## src/rtl/seg7_scan_to_bcd_if.sv

```systemverilog
// Multiplexed 7-segment display bus plus the reconstructed-digit readback signals.
// The display driver side is the master; the scan-to-BCD observer is the slave.
interface seg7_scan_to_bcd_if;
    logic [6:0]  SEG;
    logic [3:0]  AN;
    logic [15:0] DIGITS;
    logic [3:0]  VALID;
    logic [3:0]  ERR;
    logic        UPDATE;
    logic [1:0]  DIGIT_IDX;

    modport master (
        output SEG, AN,
        input  DIGITS, VALID, ERR, UPDATE, DIGIT_IDX
    );

    modport slave (
        input  SEG, AN,
        output DIGITS, VALID, ERR, UPDATE, DIGIT_IDX
    );
endinterface

```

## src/rtl/seg7_scan_to_bcd.sv

```systemverilog
// Watches a 4-digit multiplexed 7-segment bus and rebuilds the BCD value on each digit,
// capturing a digit only after its {AN, SEG} pattern has been stable for STABLE_CNT cycles.
module seg7_scan_to_bcd #(
    parameter int STABLE_CNT = 4
) (
    input  logic              CLK,
    input  logic              RST_N,
    seg7_scan_to_bcd_if.slave bus
);

    localparam int CW = $clog2(STABLE_CNT + 1);
    localparam logic [CW-1:0] CNT_MAX = CW'(STABLE_CNT);
    localparam logic [CW-1:0] CNT_CAP = CW'(STABLE_CNT - 1);

    // Returns {legal, value}; only the canonical glyphs are accepted.
    function automatic logic [4:0] decode_seg(input logic [6:0] seg);
        case (seg)
            7'h3F:   return {1'b1, 4'd0};
            7'h06:   return {1'b1, 4'd1};
            7'h5B:   return {1'b1, 4'd2};
            7'h4F:   return {1'b1, 4'd3};
            7'h66:   return {1'b1, 4'd4};
            7'h6D:   return {1'b1, 4'd5};
            7'h7D:   return {1'b1, 4'd6};
            7'h07:   return {1'b1, 4'd7};
            7'h7F:   return {1'b1, 4'd8};
            7'h6F:   return {1'b1, 4'd9};
            default: return {1'b0, 4'hF};
        endcase
    endfunction

    logic [10:0]   s_q,         s_d;
    logic [CW-1:0] cnt_q,       cnt_d;
    logic [15:0]   digits_q,    digits_d;
    logic [3:0]    valid_q,     valid_d;
    logic [3:0]    err_q,       err_d;
    logic          update_q,    update_d;
    logic [1:0]    digit_idx_q, digit_idx_d;

    logic [10:0] sample;
    logic        onehot;
    logic        same;
    logic        capture;
    logic [1:0]  an_idx;
    logic [4:0]  dec;

    always_comb begin
        // NOTE: every combinational output gets a default first, so no path can infer a latch.
        an_idx = 2'd0;
        for (int i = 0; i < 4; i++) begin
            if (bus.AN[i]) an_idx = 2'(i);
        end
    end

    always_comb begin
        sample  = {bus.AN, bus.SEG};
        onehot  = (bus.AN != 4'b0000) && ((bus.AN & (bus.AN - 4'd1)) == 4'b0000);
        same    = (sample == s_q);
        capture = onehot && same && (cnt_q == CNT_CAP);
        dec     = decode_seg(bus.SEG);

        s_d         = sample;
        cnt_d       = '0;
        digits_d    = digits_q;
        valid_d     = valid_q;
        err_d       = err_q;
        update_d    = capture;
        digit_idx_d = digit_idx_q;

        if (onehot && same) begin
            cnt_d = (cnt_q == CNT_MAX) ? cnt_q : cnt_q + CW'(1);
        end else if (onehot) begin
            cnt_d = CW'(1);
        end

        if (capture) begin
            digit_idx_d             = an_idx;
            digits_d[4*an_idx +: 4] = dec[3:0];
            valid_d[an_idx]         = dec[4];
            // Blank digits are neither valid nor an error.
            err_d[an_idx]           = !dec[4] && (bus.SEG != 7'h00);
        end
    end

    always_ff @(posedge CLK) begin
        // NOTE: state registers use non-blocking assignments so all flops update together.
        if (!RST_N) begin
            s_q         <= '0;
            cnt_q       <= '0;
            digits_q    <= 16'hFFFF;
            valid_q     <= 4'b0000;
            err_q       <= 4'b0000;
            update_q    <= 1'b0;
            digit_idx_q <= 2'd0;
        end else begin
            s_q         <= s_d;
            cnt_q       <= cnt_d;
            digits_q    <= digits_d;
            valid_q     <= valid_d;
            err_q       <= err_d;
            update_q    <= update_d;
            digit_idx_q <= digit_idx_d;
        end
    end

    assign bus.DIGITS    = digits_q;
    assign bus.VALID     = valid_q;
    assign bus.ERR       = err_q;
    assign bus.UPDATE    = update_q;
    assign bus.DIGIT_IDX = digit_idx_q;

endmodule

```

## src/flat_wrapper.sv

```systemverilog
// flat-port wrapper written by rule: the top's interface ports become plain ports
module seg7_scan_to_bcd_flat 
#(
    parameter int STABLE_CNT = 4
)
  (CLK, RST_N, bus_SEG, bus_AN, bus_DIGITS, bus_VALID, bus_ERR, bus_UPDATE, bus_DIGIT_IDX);
  seg7_scan_to_bcd_if bus_i ();
  input  logic CLK;
  input  logic RST_N;
  input wire logic [$bits(bus_i.SEG)-1:0] bus_SEG;
  input wire logic [$bits(bus_i.AN)-1:0] bus_AN;
  output wire logic [$bits(bus_i.DIGITS)-1:0] bus_DIGITS;
  output wire logic [$bits(bus_i.VALID)-1:0] bus_VALID;
  output wire logic [$bits(bus_i.ERR)-1:0] bus_ERR;
  output wire logic [$bits(bus_i.UPDATE)-1:0] bus_UPDATE;
  output wire logic [$bits(bus_i.DIGIT_IDX)-1:0] bus_DIGIT_IDX;
  assign bus_i.SEG = bus_SEG;
  assign bus_i.AN = bus_AN;
  assign bus_DIGITS = bus_i.DIGITS;
  assign bus_VALID = bus_i.VALID;
  assign bus_ERR = bus_i.ERR;
  assign bus_UPDATE = bus_i.UPDATE;
  assign bus_DIGIT_IDX = bus_i.DIGIT_IDX;
  seg7_scan_to_bcd #(.STABLE_CNT(STABLE_CNT)) u_core (.CLK(CLK), .RST_N(RST_N), .bus(bus_i));
endmodule
```

## config.mk

```make
export PLATFORM = sky130hd
export DESIGN_NAME = seg7_scan_to_bcd_flat
export DESIGN_NICKNAME = d
export VERILOG_FILES = /design/src/rtl/seg7_scan_to_bcd_if.sv /design/src/rtl/seg7_scan_to_bcd.sv /design/src/flat_wrapper.sv
export SDC_FILE = /design/constraint.sdc
export NUM_CORES = 1
export LEC_CHECK = 0
export ABC_AREA = 1
export CORE_MARGIN = 5
export CORE_UTILIZATION = 25
export CTS_CLUSTER_SIZE = 30
export DETAILED_ROUTE_END_ITERATION = 6
export PLACE_DENSITY = 0.51
export SLEW_MARGIN = 30
export SYNTH_ARGS = -nofsm -noshare
export SYNTH_HDL_FRONTEND = slang
export SYNTH_SLANG_ARGS = --single-unit
```

## constraint.sdc

```tcl
create_clock -name CLK -period 2.1 [get_ports CLK]
set_input_delay 0.42 -clock CLK [delete_from_list [all_inputs] [get_ports CLK]]
set_output_delay 0.42 -clock CLK [all_outputs]
set_load 0.02 [all_outputs]
```

==> metrics.txt, run 1 <==
final hold viol count 0; R2R setup slack between 500 and 600 ps; met2 usage 0.1639; Starting Density 0.2545; DR pass1 iterations 4; DP HPWL 4163 um; worst r2r src u_core.s_q[7]$_SDFF_PN0_; RR Endpoint u_core.bus.DIGITS[10]$_SDFFE_PN1P_; Setup WS post-layout 152.2 ps; clk slew on worst S/H paths 70 ps; Setup crit end u_core.bus.DIGITS[10]$_SDFFE_PN1P_; largest net degree at the start of global routing 17; clk_lat worst skew 290 ps; CTS tree yes; YS warnings 0; H-tree levels 2; Core Rows 34; IO buf count 39; vias in the first global route 2105; GR Layer Usage met1 0.1277; Final Max Slew Viols 0; synthesis-to-finish area growth 40.62%; GR met3 Demand/Resource 0.03042; Final setup viols 0; FMAX 513.4 MHz; clock skew around 6.5 ps; status completed; Sink Count 41; Netlist cell types 24; Hold Path Class register to register; Top Ports 40; dpl cell area just under 0.003 mm2; Horiz. Die Dim ~100 um; sequential element share of the synthesized area 0.3717; post-synth top area cell dfxtp_1; total CTS buffers 5; global-route wire length before repair 9197 um; Max Cap Viol 0; gr usage total 0.09953; post-DR wirelength/cell approximately 10 um; post-layout util 0.3578; Synth top area share 0.3717; Via density 4.102; Setup crit start bus_SEG[2]; detailed-route via count 2096; die area approximately 0.011 mm2; syn_area_per_cell 6.774 um2; DRT antenna net count 0; Post-Syn Area around 0.0022 mm2; register bit count reported by yosys 41; GP Congestion 0.7747; Synth area leaders dfxtp_1 37%, nand2_1 19%, inv_1 7.3%; initial antenna violation count 0; # DRC 0; unrepaired setup endpoints after global routing no; max_slew headroom 0.6851; Period Utilization, post-route 0.9275; Final Cell Area 0.003105 mm2; grt total ovfl 0; crit end category register; pre-CTS setup slack -158.5 ps; clock buffer depth 2; nets 426; post-cts hold buffer count 0; share of cells above drive strength 1 0.1836; setup_tns 0 ps; Core Box Area 0.008678 mm2; Worst Path Required approximately 2300 ps; Max FO, Critical Path 6; Worst EP arrival 2180 ps; critical path start-end classification input port to register; number of DRC markers in iteration 0 63; Mapped Cells 326; Syn Nets 349; reg2reg path depth 11; # diodes 0; WL final slightly above 5000 um; Pwr Density 524.9 mW/mm2; Max VDD drop about 0.00028 V; crit path time final 1948 ps; Pleak 1.514 nW; gr busiest metal met2; Die Height ~100 um; Worst-Margin Slew 471.8 ps; CTS Root Buffer Type clkbuf_8; critical path launch point type input port
-- per-layer routing --
| metal | vias up | wire (um) |
|---|---|---|
| met1 | 917 | 2480 |
| met4 | 0 | 51 |
| met2 | 30 | 2334 |
| met5 | - | 0 |
| li1 | 1142 | - |
| met3 | 7 | 228 |
-- worst max-delay path, stage by stage --
cell and delay [ps]:
clkdlybuf4s50_1 590, inv_2 40, nand2_1 50, nand2_1 50
nor2_1 90, nand2_1 160, nor2_8 180, buf_4 150
nand4_4 130, nor2_2 170, nand2_1 80, nand2_1 60
-- cell type report --
type                    instances  area, um2
clock buffers                   5      68.82
multi-input cells             230       1197
clock inverters                 2      35.03
well taps                     108      135.1
fillers                       958       5573
flip-flops and latches         41      820.8
repair buffers                 75      660.6
inverters                      50      187.7
-- metrics by stage --
stage	hold slack (ps)	std cells	total power [mW]
floorplan	457.7	326	0.9342
detailed placement	452.5	499	1.036
global placement	451.8	499	1.034
finish	462.3	511	1.630
CTS	470.2	506	1.658
global route	498.1	511	1.730
-- state kept, by name, indices dropped and copies added (netlist names) --
register,cells
u_core.cnt_q,3
u_core.bus.DIGIT_IDX,2
u_core.bus.VALID,4
u_core.s_q,11
u_core.bus.UPDATE,1
u_core.bus.ERR,4
u_core.bus.DIGITS,16
-- report_power, final --
group / switching (mW) / internal (mW) / leakage, nW
Combinational: 0.128 / 0.101 / 1.13
Clock: 0.260 / 0.345 / 0.0540
Sequential: 0.00592 / 0.789 / 0.334
-- synth_stat cells --
library cell	count
nor2_8	2
nand3_1	9
nand4_1	3
nand2_1	112
o21ai_0	2
a21oi_2	1
clkbuf_1	3
xor2_1	2
inv_2	7
nand2_2	4
nor3_1	4
xnor2_1	3
inv_1	43
nand3_4	1
ha_1	10
nand4_4	3
nand4_2	1
nor4_1	1
nor2_1	38
nor2_2	7
buf_2	3
dfxtp_1	41
a21oi_1	21
o21ai_1	5
-- logic make-up after synthesis --
family	Yosys count	share of synthesized area
simple gates	185	0.3875
buf+inv	56	0.09688
xor+xnor	5	0.01983
compound gates	29	0.06742
flops	41	0.3717
fa+ha+maj	10	0.05666
-- worst min-delay path by stage --
stage                                       startpoint                                  to  slack, ps  depth (start not counted)
detailed placement  u_core.bus.DIGITS[11]$_SDFFE_PN1P_  u_core.bus.DIGITS[11]$_SDFFE_PN1P_        450                          2
CTS                 u_core.bus.DIGITS[11]$_SDFFE_PN1P_  u_core.bus.DIGITS[11]$_SDFFE_PN1P_        470                          2
global placement    u_core.bus.DIGITS[11]$_SDFFE_PN1P_  u_core.bus.DIGITS[11]$_SDFFE_PN1P_        450                          2
global route        u_core.bus.DIGITS[10]$_SDFFE_PN1P_  u_core.bus.DIGITS[10]$_SDFFE_PN1P_        500                          2
finish              u_core.bus.DIGITS[11]$_SDFFE_PN1P_  u_core.bus.DIGITS[11]$_SDFFE_PN1P_        460                          2
floorplan                 u_core.cnt_q[1]$_SDFFE_PN0P_        u_core.cnt_q[1]$_SDFFE_PN0P_        460                          2
-- timing repair --
item                       CTS  global route
setup endpoints to repair    0             9
buffers inserted             0             4
resized for setup            0             4
-- layout by cell type, fill, tap and decap left out, types with 2 or more instances in the layout --
| master | instances |
|---|---|
| nand2_1 | 111 |
| inv_1 | 43 |
| dfxtp_1 | 41 |
| clkdlybuf4s50_1 | 39 |
| nor2_1 | 36 |
| buf_4 | 36 |
| a21oi_1 | 21 |
| ha_1 | 10 |
| nor2_2 | 9 |
| nand3_1 | 8 |
| inv_2 | 7 |
| nand2_2 | 5 |
| o21ai_1 | 5 |
| clkbuf_8 | 5 |
| nor3_1 | 4 |
| xnor2_1 | 3 |
| nand4_4 | 3 |
| nand4_1 | 3 |
| xor2_1 | 2 |
| nor2_8 | 2 |
| o21ai_0 | 2 |
Power figures use the tool's default switching activity.
==> run 2, diff against run 1 <==
Settings changed: SETUP_SLACK_MARGIN from default to 0.3.
==> run 2 against run 1 <==
  * Die area did not move
  * Largest cell class unchanged
  * Worst setup slack improved by 230 ps
  * Register-to-register slack improved by 20 ps
  * Combinational power rose by 2%
  * Flip-flop and latch count did not move
  * Sequential share of layout area fell by 0.33 points
  * Maximum frequency rose by 13%
  * Design area rose by 1.2%
==> metrics.txt, run 2 (same netlist as run 1, synthesis figures left out) <==
status completed; DR pass1 iterations 4; DRT antenna net count 0; initial antenna violation count 0; unrepaired setup endpoints after global routing yes; non-filler instance count after layout roughly 510; Final setup viols 0; share of cells above drive strength 1 0.2025; Core Rows 34; commonest non-fill, non-tap cell in the layout nand2_1; post-DR wirelength/cell 10.23 um; total CTS buffers 5; DP HPWL between 4000 and 5000 um; Hold Crit Endpoint u_core.bus.DIGITS[11]$_SDFFE_PN1P_; largest net degree at the start of global routing 17; critical path start-end classification register to primary output; critical path launch point type register; Worst Path Required 1680 ps; number of DRC markers in iteration 0 67; Final Max Slew Viols 0; Top Ports 40; Pwr Density 519.2 mW/mm2; Worst EP arrival 1300 ps; pre-CTS setup slack -158.5 ps; Horiz. Die Dim a little over 100 um; CTS tree yes; Period Utilization, post-route 0.8172; RR Endpoint u_core.bus.DIGIT_IDX[1]$_SDFFE_PN0P_; reg2reg path depth 10; Core Box Area 0.008678 mm2; WL final 5196 um; global-route wire length before repair between 9000 and 10000 um; nets 423; Max Cap Viol 0; CP Buf/Inv Count 1; Sink Count 41; Starting Density 0.2545; crit end category primary output; Worst-Margin Slew between 400 and 500 ps; max_slew headroom 0.6747; CP max-delay cell clkdlybuf4s50_1; # DRC 0; Setup WS post-layout 383.8 ps; cell family with most CP delay buffers and inverters; vias in the first global route between 2000 and 2500; gr usage total 0.1025; IO buf count 39; clk slew on worst S/H paths roughly 80 ps; Fill cells 964; FMAX 582.7 MHz; clock buffer depth 2; post-cts hold buffer count 0; DP Cell Count about 500; Max VDD drop 0.0002852 V; crit path time final 1716 ps; synthesis-to-finish area growth 42.38%; H-tree levels 2; clock skew 6.850 ps; # diodes 0; HP Start u_core.bus.DIGITS[11]$_SDFFE_PN1P_; Pleak ~1.5 nW; die area approximately 0.011 mm2; GP Congestion between 0.7 and 0.8; Via density around 4.1; Max FO, Critical Path 2; max reg flops 16; crit-path cells clkdlybuf4s50_1; CTS Root Buffer Type clkbuf_8; most frequent cells in the layout 107 x nand2_1, 43 x inv_1, 41 x dfxtp_1; Die Height 104.0 um; final hold viol count 0; grt total ovfl 0; max incr delay on CP 630 ps; worst r2r src u_core.s_q[6]$_SDFF_PN0_; Hold Path Class register to register; detailed-route via count 2099; clk_lat worst skew 290 ps; R2R setup slack 570 ps; WHS Path Cells 2
[run 2: per-layer routing]
layer  GRT usage  part of all wire  up-vias
met5           0                 0        -
met4     0.02220            0.0081        0
met3     0.03042             0.040        4
met2      0.1694              0.46       28
met1      0.1319              0.49      923
li1            -                 -     1144
[run 2: how the worst max path moves through the flow]
stage / from / to / cells after the start / slack, ps
after CTS: u_core.bus.DIGIT_IDX[1]$_SDFFE_PN0P_ / bus_DIGIT_IDX[1] / 1 / 350
after global placement: bus_SEG[6] / u_core.bus.DIGITS[5]$_SDFFE_PN1P_ / 13 / -140
after global routing: bus_SEG[6] / u_core.bus.DIGITS[12]$_SDFFE_PN1P_ / 14 / 290
after detailed placement: bus_SEG[2] / u_core.bus.DIGITS[0]$_SDFFE_PN1P_ / 10 / -160
after floorplan: bus_AN[2] / u_core.bus.DIGITS[0]$_SDFFE_PN1P_ / 6 / 450
final: u_core.bus.DIGIT_IDX[1]$_SDFFE_PN0P_ / bus_DIGIT_IDX[1] / 1 / 380
[run 2: area by class of cell]
class,count,area [um2],area share
Clock buffer,5,68.82,0.02189
Clock inverter,2,35.03,0.01114
Inverter,50,187.7,0.05969
Multi-Input combinational cell,231,1276,0.4059
Sequential cell,41,820.8,0.2610
Tap cell,108,135.1,0.04298
Timing Repair Buffer,71,620.6,0.1974
[run 2: metrics by stage]
stage / cell area (um2) / power, mW / TNS (ps) / hold slack [ps] / util
final: 3144 / 1.633 / 0 / 462.5 / 0.3623
after global routing: 3144 / 1.736 / 0 / 498.1 / 0.3623
after CTS: 3127 / 1.668 / 0 / 470.2 / 0.3603
after detailed placement: 2948 / 1.036 / -3084 / 452.5 / 0.3397
after global placement: 2948 / 1.034 / -2632 / 451.8 / 0.3397
after floorplan: 2208 / 0.9342 / 0 / 457.7 / -
[run 2: power by group]
part	switching (mW)	internal [mW]	leakage, nW
logic	0.139	0.0947	1.13
clock network	0.259	0.345	0.0540
registers	0.00594	0.789	0.334
[run 2: what timing repair did]
action / 4_1_cts / 5_1_grt
buffers inserted: 0 / 0
setup endpoints to repair: 27 / 5
gates resized for setup: 28 / 6
gates cloned: 2 / 0
pin swaps: 11 / 3
==> run 3, diff against run 2 <==
Clock period 2.1 ns to 1.7 ns, I/O delays scaled along.
==> run 3 against run 2 <==
  * Design area up 8.4%
  * Wire length increased by 8.1%
  * Power is 29% higher
  * First-iteration DRC count is 49% lower
  * Worst setup slack lost 150 ps
  * Clock power rose by 26%
  * Combinational power rose by 56%
  * Flip-flop and latch count unchanged
  * Global-route usage rose by 0.48 points
  * Non-clock buffer count increased by 9
==> metrics.txt, run 3 (same netlist as run 1, synthesis figures left out) <==
critical path start-end classification register to register; share of cells above drive strength 1 0.3692; grt total ovfl 0; Max VDD drop 0.0002776 V; worst r2r src u_core.s_q[4]$_SDFF_PN0_; Sink Count 41; clk slew on worst S/H paths 80 ps; Starting Density 0.2545; dpl cell area 0.002988 mm2; Via density around 4.2; DR pass1 iterations 4; global-route wire length before repair 9763 um; clock buffer depth 2; nets 432; Period Utilization, post-route 0.8644; DRT antenna net count 0; clock skew 6.267 ps; crit path time final between 1000 and 1500 ps; max reg flops 16; Die Height 104.0 um; Max Cap Viol 0; Core Rows 34; gr usage total 0.1074; WL final roughly 5600 um; # DRC 0; R2R setup slack 230 ps; vias in the first global route ~2200; post-cts hold buffer count 0; CTS Root Buffer Type clkbuf_8; GR Layer Usage met1 0.1317; gr busiest metal met2; max_slew headroom 0.5147; DP HPWL 4220 um; Hold Path Class input port to register; commonest non-fill, non-tap cell in the layout nand2_1; crit end category register; WHS Path Cells 3; Pwr Density 618.3 mW/mm2; clk_lat worst skew 290 ps; Horiz. Die Dim 104.0 um; initial antenna violation count 0; Overall Power approximately 2.1 mW; reg2reg path depth 10; Max FO, Critical Path 5; # diodes 0; IO buf count 39; HP Start bus_SEG[5]; Worst Path Required 1940 ps; GR met3 Demand/Resource 0.02980; H-tree levels 2; total CTS buffers 5; FMAX just under 700 MHz; multi-input logic area approximately 0.0015 mm2; Pleak 1.636 nW; detailed-route via count between 2000 and 2500; die area 0.01081 mm2; Final Max Slew Viols 0; CTS tree yes; Top Ports 40; register area 830.8 um2; unrepaired setup endpoints after global routing yes; synthesis-to-finish area growth 54.28%; Core Box Area 0.008678 mm2; most frequent cells in the layout 99 x nand2_1, 39 x inv_1, 36 x buf_4; Final Cell Area 0.003407 mm2; Hold Crit Endpoint u_core.s_q[5]$_SDFF_PN0_; number of DRC markers in iteration 0 34; RR Endpoint u_core.bus.DIGITS[5]$_SDFFE_PN1P_; Fill cells 922; critical path launch point type register; largest net degree at the start of global routing 17; Worst-Margin Slew 727.1 ps; Worst EP arrival 1710 ps; final hold viol count 0; post-DR wirelength/cell 10.87 um; GP Congestion 0.8029; met2 usage 0.1799; status completed; Final setup viols 0
## run 3: routing by layer
layer | up-vias | part of all wire
met5 | - | 0
met3 | 7 | 0.037
li1 | 1159 | -
met1 | 955 | 0.47
met2 | 29 | 0.48
met4 | 0 | 0.013
## run 3: timing repair
| action | CTS | global route |
|---|---|---|
| pin swaps | 32 | 21 |
| gates resized for setup | 119 | 29 |
| setup endpoints to repair | 57 | 32 |
| endpoints found under the hold margin | 0 | 0 |
| buffers inserted | 9 | 2 |
| gates cloned | 2 | 0 |
## run 3: where the power goes
| group | switching, mW | internal, mW |
|---|---|---|
| Clock | 0.332 | 0.427 |
| Combinational | 0.208 | 0.155 |
| Sequential | 0.00812 | 0.977 |
## run 3: critical path: stages (launching register included)
cell     delay (ps)
dfxtp_2         340
inv_2            30
nand2_1          50
nand2_1          60
nor2_2          150
nand2_4         100
nor2_4          200
nand4_4         190
nor2_4          180
nand2_1          70
nand2_1          50
## run 3: per-stage QoR
stage / util / cells / hold slack (ps) / setup slack [ps] / setup TNS (ps)
2_1_floorplan: - / 326 / 433.5 / 162.2 / 0
3_3_place_gp: 0.3443 / 497 / 462.1 / -511.8 / -13920
3_5_place_dp: 0.3443 / 497 / 457.8 / -522.6 / -13890
4_1_cts: 0.3837 / 515 / 278.1 / 211.4 / 0
5_1_grt: 0.3926 / 517 / 293.0 / 108.0 / 0
6_report: 0.3926 / 517 / 290.9 / 230.4 / 0
## run 3: area by class of cell
cell class | count | area share
timing repair buffer | 80 | 0.1902
clock inverter | 2 | 0.01028
multi-input combinational | 231 | 0.4407
inverter | 50 | 0.05509
clock buffer | 5 | 0.02020
tap | 108 | 0.03966
sequential | 41 | 0.2438
## run 3: worst max path at each step
stage,start,to,slack (ps)
after CTS,u_core.s_q[6]$_SDFF_PN0_,u_core.bus.DIGITS[12]$_SDFFE_PN1P_,210
after global routing,u_core.s_q[4]$_SDFF_PN0_,u_core.bus.ERR[2]$_SDFFE_PN0P_,110
after detailed placement,bus_AN[1],u_core.bus.DIGITS[0]$_SDFFE_PN1P_,-520
final,u_core.s_q[4]$_SDFF_PN0_,u_core.bus.DIGITS[5]$_SDFFE_PN1P_,230
after global placement,bus_AN[1],u_core.bus.ERR[2]$_SDFFE_PN0P_,-510
after floorplan,bus_SEG[5],u_core.bus.ERR[2]$_SDFFE_PN0P_,160
